==> src/rtl/axi_master_rd.sv <==
// axi_master_rd: AXI4 read-channel master issuing a single INCR burst per
// rd_start and forwarding every accepted beat straight to the user side.
// The beat counter alone decides when the burst ends; rlast is only checked.
//
// Optional feature macro: AXI_RD_RESP_CHECK_EN
//   defined   -> rd_err is a sticky flag for bad rresp / misplaced rlast
//   undefined -> rd_err is tied low and no checking logic is built
//
// state    | meaning
// ---------+--------------------------------------------------------------
// IDLE     | waiting for rd_start, rd_ready high
// RA_WAIT  | capture rd_addr / rd_len into the AR registers
// RA       | arvalid high, waiting for arready
// R_WAIT   | address accepted, clear the beat counter
// R        | rready high, accepting beats until cnt reaches arlen

module axi_master_rd #(
    parameter logic [3:0] M_AXI_ARID    = 4'd0,
    parameter logic [2:0] M_AXI_ARSIZE  = 3'b011,
    parameter logic [1:0] M_AXI_ARBURST = 2'b01,
    parameter logic       M_AXI_ARLOCK  = 1'b0,
    parameter logic [3:0] M_AXI_ARCACHE = 4'b0010,
    parameter logic [2:0] M_AXI_ARPROT  = 3'b000,
    parameter logic [3:0] M_AXI_ARQOS   = 4'b0000
) (
    input  logic        clk,
    input  logic        rst_n,

    input  logic        rd_start,
    input  logic [29:0] rd_addr,
    input  logic [7:0]  rd_len,
    output logic [63:0] rd_data,
    output logic        m_axi_r_handshake,
    output logic        rd_done,
    output logic        rd_ready,
    output logic        rd_err,

    output logic [3:0]  m_axi_arid,
    output logic [29:0] m_axi_araddr,
    output logic [7:0]  m_axi_arlen,
    output logic [2:0]  m_axi_arsize,
    output logic [1:0]  m_axi_arburst,
    output logic        m_axi_arlock,
    output logic [3:0]  m_axi_arcache,
    output logic [2:0]  m_axi_arprot,
    output logic [3:0]  m_axi_arqos,
    output logic        m_axi_arvalid,
    input  logic        m_axi_arready,

    input  logic [3:0]  m_axi_rid,
    input  logic [63:0] m_axi_rdata,
    input  logic [1:0]  m_axi_rresp,
    input  logic        m_axi_rlast,
    input  logic        m_axi_rvalid,
    output logic        m_axi_rready
);

    typedef enum logic [2:0] {
        S_IDLE    = 3'd0,
        S_RA_WAIT = 3'd1,
        S_RA      = 3'd2,
        S_R_WAIT  = 3'd3,
        S_R       = 3'd4
    } state_t;

    state_t      state_q, state_d;
    logic [29:0] araddr_q, araddr_d;
    logic [7:0]  arlen_q, arlen_d;
    logic [7:0]  cnt_q, cnt_d;
    logic        arvalid_q, arvalid_d;
    logic        rready_q, rready_d;
    logic        rd_done_q, rd_done_d;
    logic        rd_ready_q, rd_ready_d;

    logic        ar_hs;
    logic        r_hs;
    logic        last_beat;

    // The read ID is not used: only one burst is ever outstanding.
    logic        unused_rid;
    assign unused_rid = ^m_axi_rid;

    // Constant AR attributes come straight from the parameters.
    assign m_axi_arid    = M_AXI_ARID;
    assign m_axi_arsize  = M_AXI_ARSIZE;
    assign m_axi_arburst = M_AXI_ARBURST;
    assign m_axi_arlock  = M_AXI_ARLOCK;
    assign m_axi_arcache = M_AXI_ARCACHE;
    assign m_axi_arprot  = M_AXI_ARPROT;
    assign m_axi_arqos   = M_AXI_ARQOS;

    assign m_axi_araddr  = araddr_q;
    assign m_axi_arlen   = arlen_q;
    assign m_axi_arvalid = arvalid_q;
    assign m_axi_rready  = rready_q;
    assign rd_done       = rd_done_q;
    assign rd_ready      = rd_ready_q;

    // Beat data and strobe go to the user with no added latency.
    assign ar_hs             = arvalid_q & m_axi_arready;
    assign r_hs              = m_axi_rvalid & rready_q;
    assign last_beat         = (cnt_q == arlen_q);
    assign rd_data           = m_axi_rdata;
    assign m_axi_r_handshake = r_hs;

    // Next-state and next-output computation for the burst sequencer.
    always_comb begin
        state_d   = state_q;
        araddr_d  = araddr_q;
        arlen_d   = arlen_q;
        cnt_d     = cnt_q;
        arvalid_d = arvalid_q;
        rready_d  = rready_q;
        rd_done_d = 1'b0;

        case (state_q)
            S_IDLE: begin
                if (rd_start) begin
                    state_d = S_RA_WAIT;
                end
            end
            S_RA_WAIT: begin
                araddr_d  = rd_addr;
                arlen_d   = rd_len;
                arvalid_d = 1'b1;
                state_d   = S_RA;
            end
            S_RA: begin
                // arvalid holds until accepted regardless of arready behaviour.
                if (ar_hs) begin
                    arvalid_d = 1'b0;
                    state_d   = S_R_WAIT;
                end
            end
            S_R_WAIT: begin
                cnt_d    = 8'd0;
                rready_d = 1'b1;
                state_d  = S_R;
            end
            S_R: begin
                if (r_hs) begin
                    // Saturate so a 256-beat burst never wraps back to zero.
                    if (cnt_q < arlen_q) begin
                        cnt_d = cnt_q + 8'd1;
                    end
                    if (last_beat) begin
                        rready_d  = 1'b0;
                        rd_done_d = 1'b1;
                        state_d   = S_IDLE;
                    end
                end
            end
            default: begin
                state_d   = S_IDLE;
                arvalid_d = 1'b0;
                rready_d  = 1'b0;
            end
        endcase
    end

    assign rd_ready_d = (state_d == S_IDLE);

    // Sequencer registers; an asynchronous reset abandons any burst in flight.
    always_ff @(posedge clk or negedge rst_n) begin
        if (!rst_n) begin
            state_q    <= S_IDLE;
            araddr_q   <= 30'd0;
            arlen_q    <= 8'd0;
            cnt_q      <= 8'd0;
            arvalid_q  <= 1'b0;
            rready_q   <= 1'b0;
            rd_done_q  <= 1'b0;
            rd_ready_q <= 1'b1;
        end else begin
            state_q    <= state_d;
            araddr_q   <= araddr_d;
            arlen_q    <= arlen_d;
            cnt_q      <= cnt_d;
            arvalid_q  <= arvalid_d;
            rready_q   <= rready_d;
            rd_done_q  <= rd_done_d;
            rd_ready_q <= rd_ready_d;
        end
    end

`ifdef AXI_RD_RESP_CHECK_EN
    logic rd_err_q, rd_err_d;

    // Sticky error: cleared when a new burst is captured, set by any beat
    // with a non-OKAY response or an rlast that disagrees with the counter.
    always_comb begin
        rd_err_d = rd_err_q;
        if (state_q == S_RA_WAIT) begin
            rd_err_d = 1'b0;
        end else if ((state_q == S_R) && r_hs) begin
            if ((m_axi_rresp != 2'b00) || (m_axi_rlast != last_beat)) begin
                rd_err_d = 1'b1;
            end
        end
    end

    // Error flag register.
    always_ff @(posedge clk or negedge rst_n) begin
        if (!rst_n) begin
            rd_err_q <= 1'b0;
        end else begin
            rd_err_q <= rd_err_d;
        end
    end

    assign rd_err = rd_err_q;
`else
    logic unused_resp;
    assign unused_resp = ^{m_axi_rresp, m_axi_rlast};
    assign rd_err      = 1'b0;
`endif

endmodule

==> config.mk <==
export PLATFORM = sky130hd
export DESIGN_NAME = axi_master_rd
export DESIGN_NICKNAME = d
export VERILOG_FILES = /design/src/rtl/axi_master_rd.sv
export SDC_FILE = /design/constraint.sdc
export NUM_CORES = 1
export LEC_CHECK = 0
export CORE_ASPECT_RATIO = 0.7
export CORE_MARGIN = 4
export CORE_UTILIZATION = 33
export CTS_CLUSTER_DIAMETER = 50
export DETAILED_ROUTE_END_ITERATION = 10
export HOLD_SLACK_MARGIN = 0.02
export PLACE_DENSITY = 0.81
export SKIP_LAST_GASP = 1
export SLEW_MARGIN = 40
export SYNTH_ARGS = -nofsm -noshare
export SYNTH_HDL_FRONTEND = slang
export SYNTH_SLANG_ARGS = --single-unit
==> constraint.sdc <==
create_clock -name clk -period 2.28 [get_ports clk]
set_input_delay 0.57 -clock clk [delete_from_list [all_inputs] [get_ports clk]]
set_output_delay 0.57 -clock clk [all_outputs]
set_load 0.01 [all_outputs]
==> results of run 1 <==
-- synth_stat cells, drive strengths merged --
| library cell | n | area, um^2 |
|---|---|---|
| nand2 | 20 | 82.6 |
| clkbuf | 1 | 3.75 |
| a41oi | 1 | 8.76 |
| nand4 | 3 | 18.8 |
| mux2 | 31 | 349 |
| dfrtp | 52 | 1300 |
| nor2b | 1 | 6.26 |
| nand3 | 3 | 15.0 |
| a22o | 1 | 10.0 |
| conb | 2 | 7.51 |
| nand2b | 2 | 12.5 |
| buf | 93 | 696 |
| ha | 9 | 113 |
| o21bai | 1 | 7.51 |
| a31oi | 12 | 75.1 |
| or4 | 1 | 7.51 |
| and3 | 3 | 20.0 |
| a211oi | 1 | 7.51 |
| nor3 | 3 | 20.0 |
| dfstp | 1 | 26.3 |
| o211ai | 1 | 7.51 |
| nor2 | 8 | 37.5 |
| xnor2 | 1 | 8.76 |
| a21bo | 1 | 10.0 |
| inv | 15 | 56.3 |
| a21oi | 6 | 30.0 |
| a2111oi | 1 | 27.5 |
| or2 | 1 | 6.26 |
| a21o | 1 | 8.76 |
| o21ai | 11 | 55.1 |
-- flip-flops by register name, summed over array words and instances, names as in the netlist --
register / flops
m_axi_arvalid: 1
m_axi_rready: 1
m_axi_arlen: 8
state_q: 3
m_axi_araddr: 30
cnt_q: 8
rd_ready: 1
rd_done: 1
-- per-stage QoR --
step	hold slack (ns)	power, mW
2_1_floorplan	0.274	1.37
3_3_place_gp	0.446	1.36
3_5_place_dp	0.453	1.37
4_1_cts	0.143	2.22
5_1_grt	0.149	2.31
6_report	0.145	2.19
-- placed cells by master (no fill, tap or decap), drive strengths merged, types with 2 or more instances in the layout --
cell type	Yosys	layout
a21oi	6	6
a31oi	12	12
and3	3	3
buf	93	7
clkbuf	1	5
clkdlybuf4s50	0	83
conb	2	22
dfrtp	52	52
ha	9	9
inv	15	15
mux2	31	31
nand2	20	20
nand2b	2	2
nand3	3	3
nand4	3	3
nor2	8	8
nor3	3	3
o21ai	11	11
-- logic make-up after synthesis --
group	share of synthesized area
AOI/OAI and AO/OA	0.0816
xor gates and xnor gates	0.00289
adders and majority gates	0.0371
buffers and inverters	0.249
DFF	0.437
muxes	0.115
other	0.00247
and+or+nand+nor	0.0746
-- where the power goes --
part / internal, mW / leakage (nW) / switching [mW]
logic: 0.155 / 0.970 / 0.137
clock network: 0.510 / 0.0797 / 0.323
registers: 0.993 / 0.675 / 0.0702
total: 1.66 / 1.72 / 0.531
-- metal layers --
metal  vias up  global-route usage  part of all wire
met1       921               0.140              0.43
met2       107               0.179              0.46
met3         8              0.0626             0.098
met4         0              0.0285             0.013
met5         -                   0                 0
li1        902                   -                 -
-- worst paths after layout --
kind | slack, ns | startpoint | endpoint | cells past startpoint
min in group clk | 0.51 | m_axi_araddr[19] | m_axi_araddr[19] | 1
max in group asynchronous | 1.58 | rst_n | rd_ready | 2
max | 0.23 | m_axi_rvalid | m_axi_r_handshake | 4
max reg2reg | 0.34 | cnt_q[7] | m_axi_rready | 5
min reg2reg | 0.51 | m_axi_araddr[19] | m_axi_araddr[19] | 1
min | 0.14 | rst_n | m_axi_araddr[0] | 1
-- worst max-delay path, delay by kind of cell --
kind                   cells  cell delay (ns)
and+or+nand+nor            1             0.10
buffers and inverters      3             0.82
-- cell type report --
class	instances	area (um^2)
clock buffers	5	125
clock inverters	2	35.0
fillers	867	5060
inverters	15	56.3
multi-input cells	145	1030
flip-flops and latches	53	1330
well taps	120	150
repair buffers	91	902
==> reports/results.tsv, run 1 <==
stage	metric	value	unit
sta	RSZ-0062 raised after global routing	no	
global_routing	initial antenna violation count	0	
routing	routed vias/inst	4.50	
synth	FF+latch count, synth	53	
sta	Fin. Hold Viols	0	
final_layout	proportion of layout cells with a drive suffix above 1	0.174	
final_layout	area grow syn2layout	19.4	%
routing	Final ANT Viol Nets	0	
global_routing	largest net degree at the start of global routing	45	
final_layout	design area	3620	um^2
clocking	Post-CTS Resized	1	
final_layout	Util after Layout	0.417	
power	Static Leak	1.72	nW
sta	Worst Clk Skew	0.00708	ns
hold_path	Worst Hold Class	in2async	
routing	routed wire length per instance	14.4	um
sta	worst slew pin tran	0.658	ns
synth	Synth cell types	36	
global_routing	global route overflow	0	
sta	setup ws final	0.229	ns
synth	Post-Synthesis Cells	287	
outcome	outcome	completed	
global_routing	All-Layer GR Usage	0.115	
sta	Final setup viols	0	
synth	Yosys warnings	0	
placed_design	post-DP HPWL	4740	um
sta	fin. max-slew vios	0	
routing	vias	1938	
final_layout	NumNets Final	434	
clocking	clk buf depth	2	
worst_setup_path	CP max stage delay	0.45	ns
placed_design	RD Place Congestion	0.820	
worst_setup_path	CP cell instances	clkdlybuf4s50_1 > nand2_1 > inv_1 > dlygate4sd2_1	
routing	drt first-iter violations	85	
die	number of top-level pins	243	
worst_setup_path	Crit. End Element	output port	
synth	register area share after synthesis	0.437	
routing	drt pass-1 iters	4	
synth	Post-Syn Area	3040	um^2
placed_design	IO buf count	85	
global_routing	vias in the first global route	1986	
clocking	Setup Buffers After CTS	0	
sta	max frequency	487	MHz
final_layout	ANT cells	0	
clocking	Reg clk slew, reported paths	0.06	ns
die	Rows	28	
worst_setup_path	crit path kind	in2out	
power	peak supply drop	0.000380	V
worst_setup_path	required time worst endpoint	1.71	ns
worst_setup_path	slowest stage cell, crit path	clkdlybuf4s50_1	
power	PwrDens	604	nW/um^2
worst_setup_path	Crit path arrival time	1.48	ns
clocking	Clk Latency, worst-skew pair	0.29	ns
placed_design	placed cells	424	
sta	sum of negative setup slack	0	ns
die	Initial Util	0.349	
synth	Avg Cell Area, Syn	10.6	um^2
clocking	CTS tree	yes	
die	core area	8690	um^2
placed_design	dpl ws	-0.0671	ns
final_layout	Non-Filler Instances	431	
clocking	CTS buffer count	5	
clocking	CTS Sinks	53	
clocking	Root Buffer	clkbuf_16	
clocking	htree depth	2	
routing	final wirelength	6200	um
routing	drt drc	0	
placed_design	cell area after placement	3460	um^2
global_routing	first-pass GRT wire length	9580	um
worst_setup_path	Worst setup SP type	primary input	
job	Max Cap Violations	0	
clocking	CTS Hold Bufs	0	
sta	min Tclk post-route	2.05	ns
die	die area	10800	um^2
worst_setup_path	CP max FO	2	
die	die span in x	123	um
die	die span in y	88.2	um
sta	worst rel slew slack	0.559	
sta	fin crit share	0.900	
(Power assumes the default switching activity.)
==> run 2, diff against run 1 <==
--- a/config.mk
+++ b/config.mk
@@ -10,8 +10,10 @@
 export CORE_UTILIZATION = 33
 export CTS_CLUSTER_DIAMETER = 50
 export DETAILED_ROUTE_END_ITERATION = 10
+export GPL_TIMING_DRIVEN = 0
 export HOLD_SLACK_MARGIN = 0.02
 export PLACE_DENSITY = 0.81
+export SKIP_CTS_REPAIR_TIMING = 1
 export SKIP_LAST_GASP = 1
 export SLEW_MARGIN = 40
 export SYNTH_ARGS = -nofsm -noshare
==> run 2 against run 1 <==
Design area increased by 37%. Critical path depth up 3. Global-route usage up 3.4 points. Non-clock buffer count grew 153. Die area is the same. Worst setup slack better by 0.029 ns. Highest routed layer unchanged.
==> reports/results.tsv, run 2 (same netlist as run 1, synthesis figures left out) <==
stage	metric	value	unit
sta	fin crit share	0.887	
sta	Fin. Hold Viols	0	
final_layout	register area	1330	um^2
power	Net Sw Frac	0.245	
worst_setup_path	required time worst endpoint	2.44	ns
clocking	htree depth	2	
routing	drt pass-1 iters	4	
global_routing	vias in the first global route	2621	
routing	routed vias/inst	4.25	
clocking	Root Buffer	clkbuf_16	
worst_setup_path	CP max FO	9	
power	Static Leak	2.42	nW
final_layout	most common cell after layout, fill and taps aside	clkdlybuf4s50_1	
sta	worst rel slew slack	0.545	
power	P_int	1.88	mW
sta	max frequency	495	MHz
power	Net Sw Power	610	uW
routing	routed wire length per instance	14.4	um
final_layout	proportion of layout cells with a drive suffix above 1	0.310	
die	core area	8690	um^2
sta	fin. max-slew vios	0	
worst_setup_path	Crit path arrival time	2.19	ns
power	total power	2.50	mW
sta	setup ws final	0.258	ns
global_routing	first-pass GRT wire length	12600	um
power	peak supply drop	0.000367	V
worst_setup_path	Worst setup SP type	flop	
sta	worst hold slack	0.141	ns
hold_path	Worst Hold Class	in2async	
worst_setup_path	CP cell instances	ha_1 > a21oi_1 > nor2_1 > a2111oi_4 > a21bo_1 > buf_6 > a31oi_1	
placed_design	RD Place Congestion	0.761	
sta	min Tclk post-route	2.02	ns
worst_setup_path	reg-to-reg setup timing slack	0.26	ns
final_layout	Largest register FFs	30	
final_layout	NumNets Final	587	
final_layout	most frequent cells in the layout	clkdlybuf4s50_1 (147), buf_4 (88), dfrtp_1 (52)	
final_layout	area grow syn2layout	63.0	%
die	die span in x	123	um
die	die span in y	88.2	um
final_layout	Multi-input gate area	1030	um^2
worst_setup_path	slowest stage cell, crit path	a2111oi_4	
routing	WL met3	642	um
routing	vias	2486	
routing	final wirelength	8430	um
global_routing	initial antenna violation count	0	
power	Comb pwr share	0.223	
routing	drt first-iter violations	93	
placed_design	cell area after placement	4770	um^2
power	PwrDens	504	nW/um^2
routing	Final ANT Viol Nets	0	
job	Max Cap Violations	0	
placed_design	post-DP HPWL	7100	um
clocking	CTS Sinks	53	
routing	drt drc	0	
power	Seq pwr share	0.427	
global_routing	global route overflow	0	
worst_setup_path	Crit. End Element	flop	
power	clock power share	0.350	
clocking	Clk Latency, worst-skew pair	0.29	ns
sta	RSZ-0062 raised after global routing	no	
routing	Metal-1 WL	3210	um
worst_setup_path	CP delay by family, top	compound AO/OA/AOI/OAI gates	
placed_design	dpl ws	-0.238	ns
routing	Top Metal Used	met4	
sta	Final setup viols	0	
clocking	CTS tree	yes	
sta	worst slew pin tran	0.679	ns
final_layout	ANT cells	0	
die	Initial Util	0.349	
outcome	outcome	completed	
worst_setup_path	Buf/Inv on CP	1	
die	number of top-level pins	243	
final_layout	design area	4950	um^2
clocking	clk buf depth	2	
clocking	Reg clk slew, reported paths	0.06	ns
sta	Worst Clk Skew	0.00373	ns
final_layout	FILL cells	763	
die	die area	10800	um^2
worst_setup_path	CP max stage delay	0.51	ns
global_routing	All-Layer GR Usage	0.149	
die	Rows	28	
routing	WL met2	4510	um
clocking	CTS buffer count	5	
worst_setup_path	crit path kind	reg2reg	
global_routing	largest net degree at the start of global routing	37	
placed_design	IO buf count	149	
[run 2: through the flow]
| step | TNS [ns] | utilization | std cells |
|---|---|---|---|
| 2_1_floorplan | 0 | - | 307 |
| 3_3_place_gp | -49.19 | 0.547 | 576 |
| 3_5_place_dp | -0.238 | 0.549 | 577 |
| 4_1_cts | -0.233 | 0.569 | 585 |
| 5_1_grt | 0 | 0.569 | 585 |
| 6_report | 0 | 0.569 | 585 |
[run 2: area by class of cell]
type                    instances  share of cell area
multi-input cells             145               0.208
plain buffers                  94               0.141
inverters                      15              0.0114
well taps                     120              0.0303
flip-flops and latches         53               0.268
clock inverters                 1             0.00607
repair buffers                150               0.306
clock buffers                   7              0.0288
[run 2: final timing paths]
path | from | cells past startpoint | end
max | cnt_q[5] | 7 | cnt_q[2]
min | rst_n | 1 | m_axi_araddr[8]
max reg2reg | cnt_q[5] | 7 | cnt_q[2]
min reg2reg | cnt_q[7] | 1 | cnt_q[7]
max in group asynchronous | rst_n | 2 | m_axi_araddr[16]
min in group clk | cnt_q[7] | 1 | cnt_q[7]
[run 2: power by group through the flow]
stage	combinational (mW)	sequential (mW)	clock, mW
2_1_floorplan	0.309	1.06	0
3_3_place_gp	0.531	1.08	0
3_5_place_dp	0.556	1.08	0
4_1_cts	0.562	1.06	0.893
5_1_grt	0.611	1.07	0.937
6_report	0.557	1.07	0.873
[run 2: layer usage]
metal	global-route usage	up-vias
met1	0.175	1180
met4	0.0366	0
li1	-	1208
met3	0.0473	7
met2	0.269	91
met5	0	-
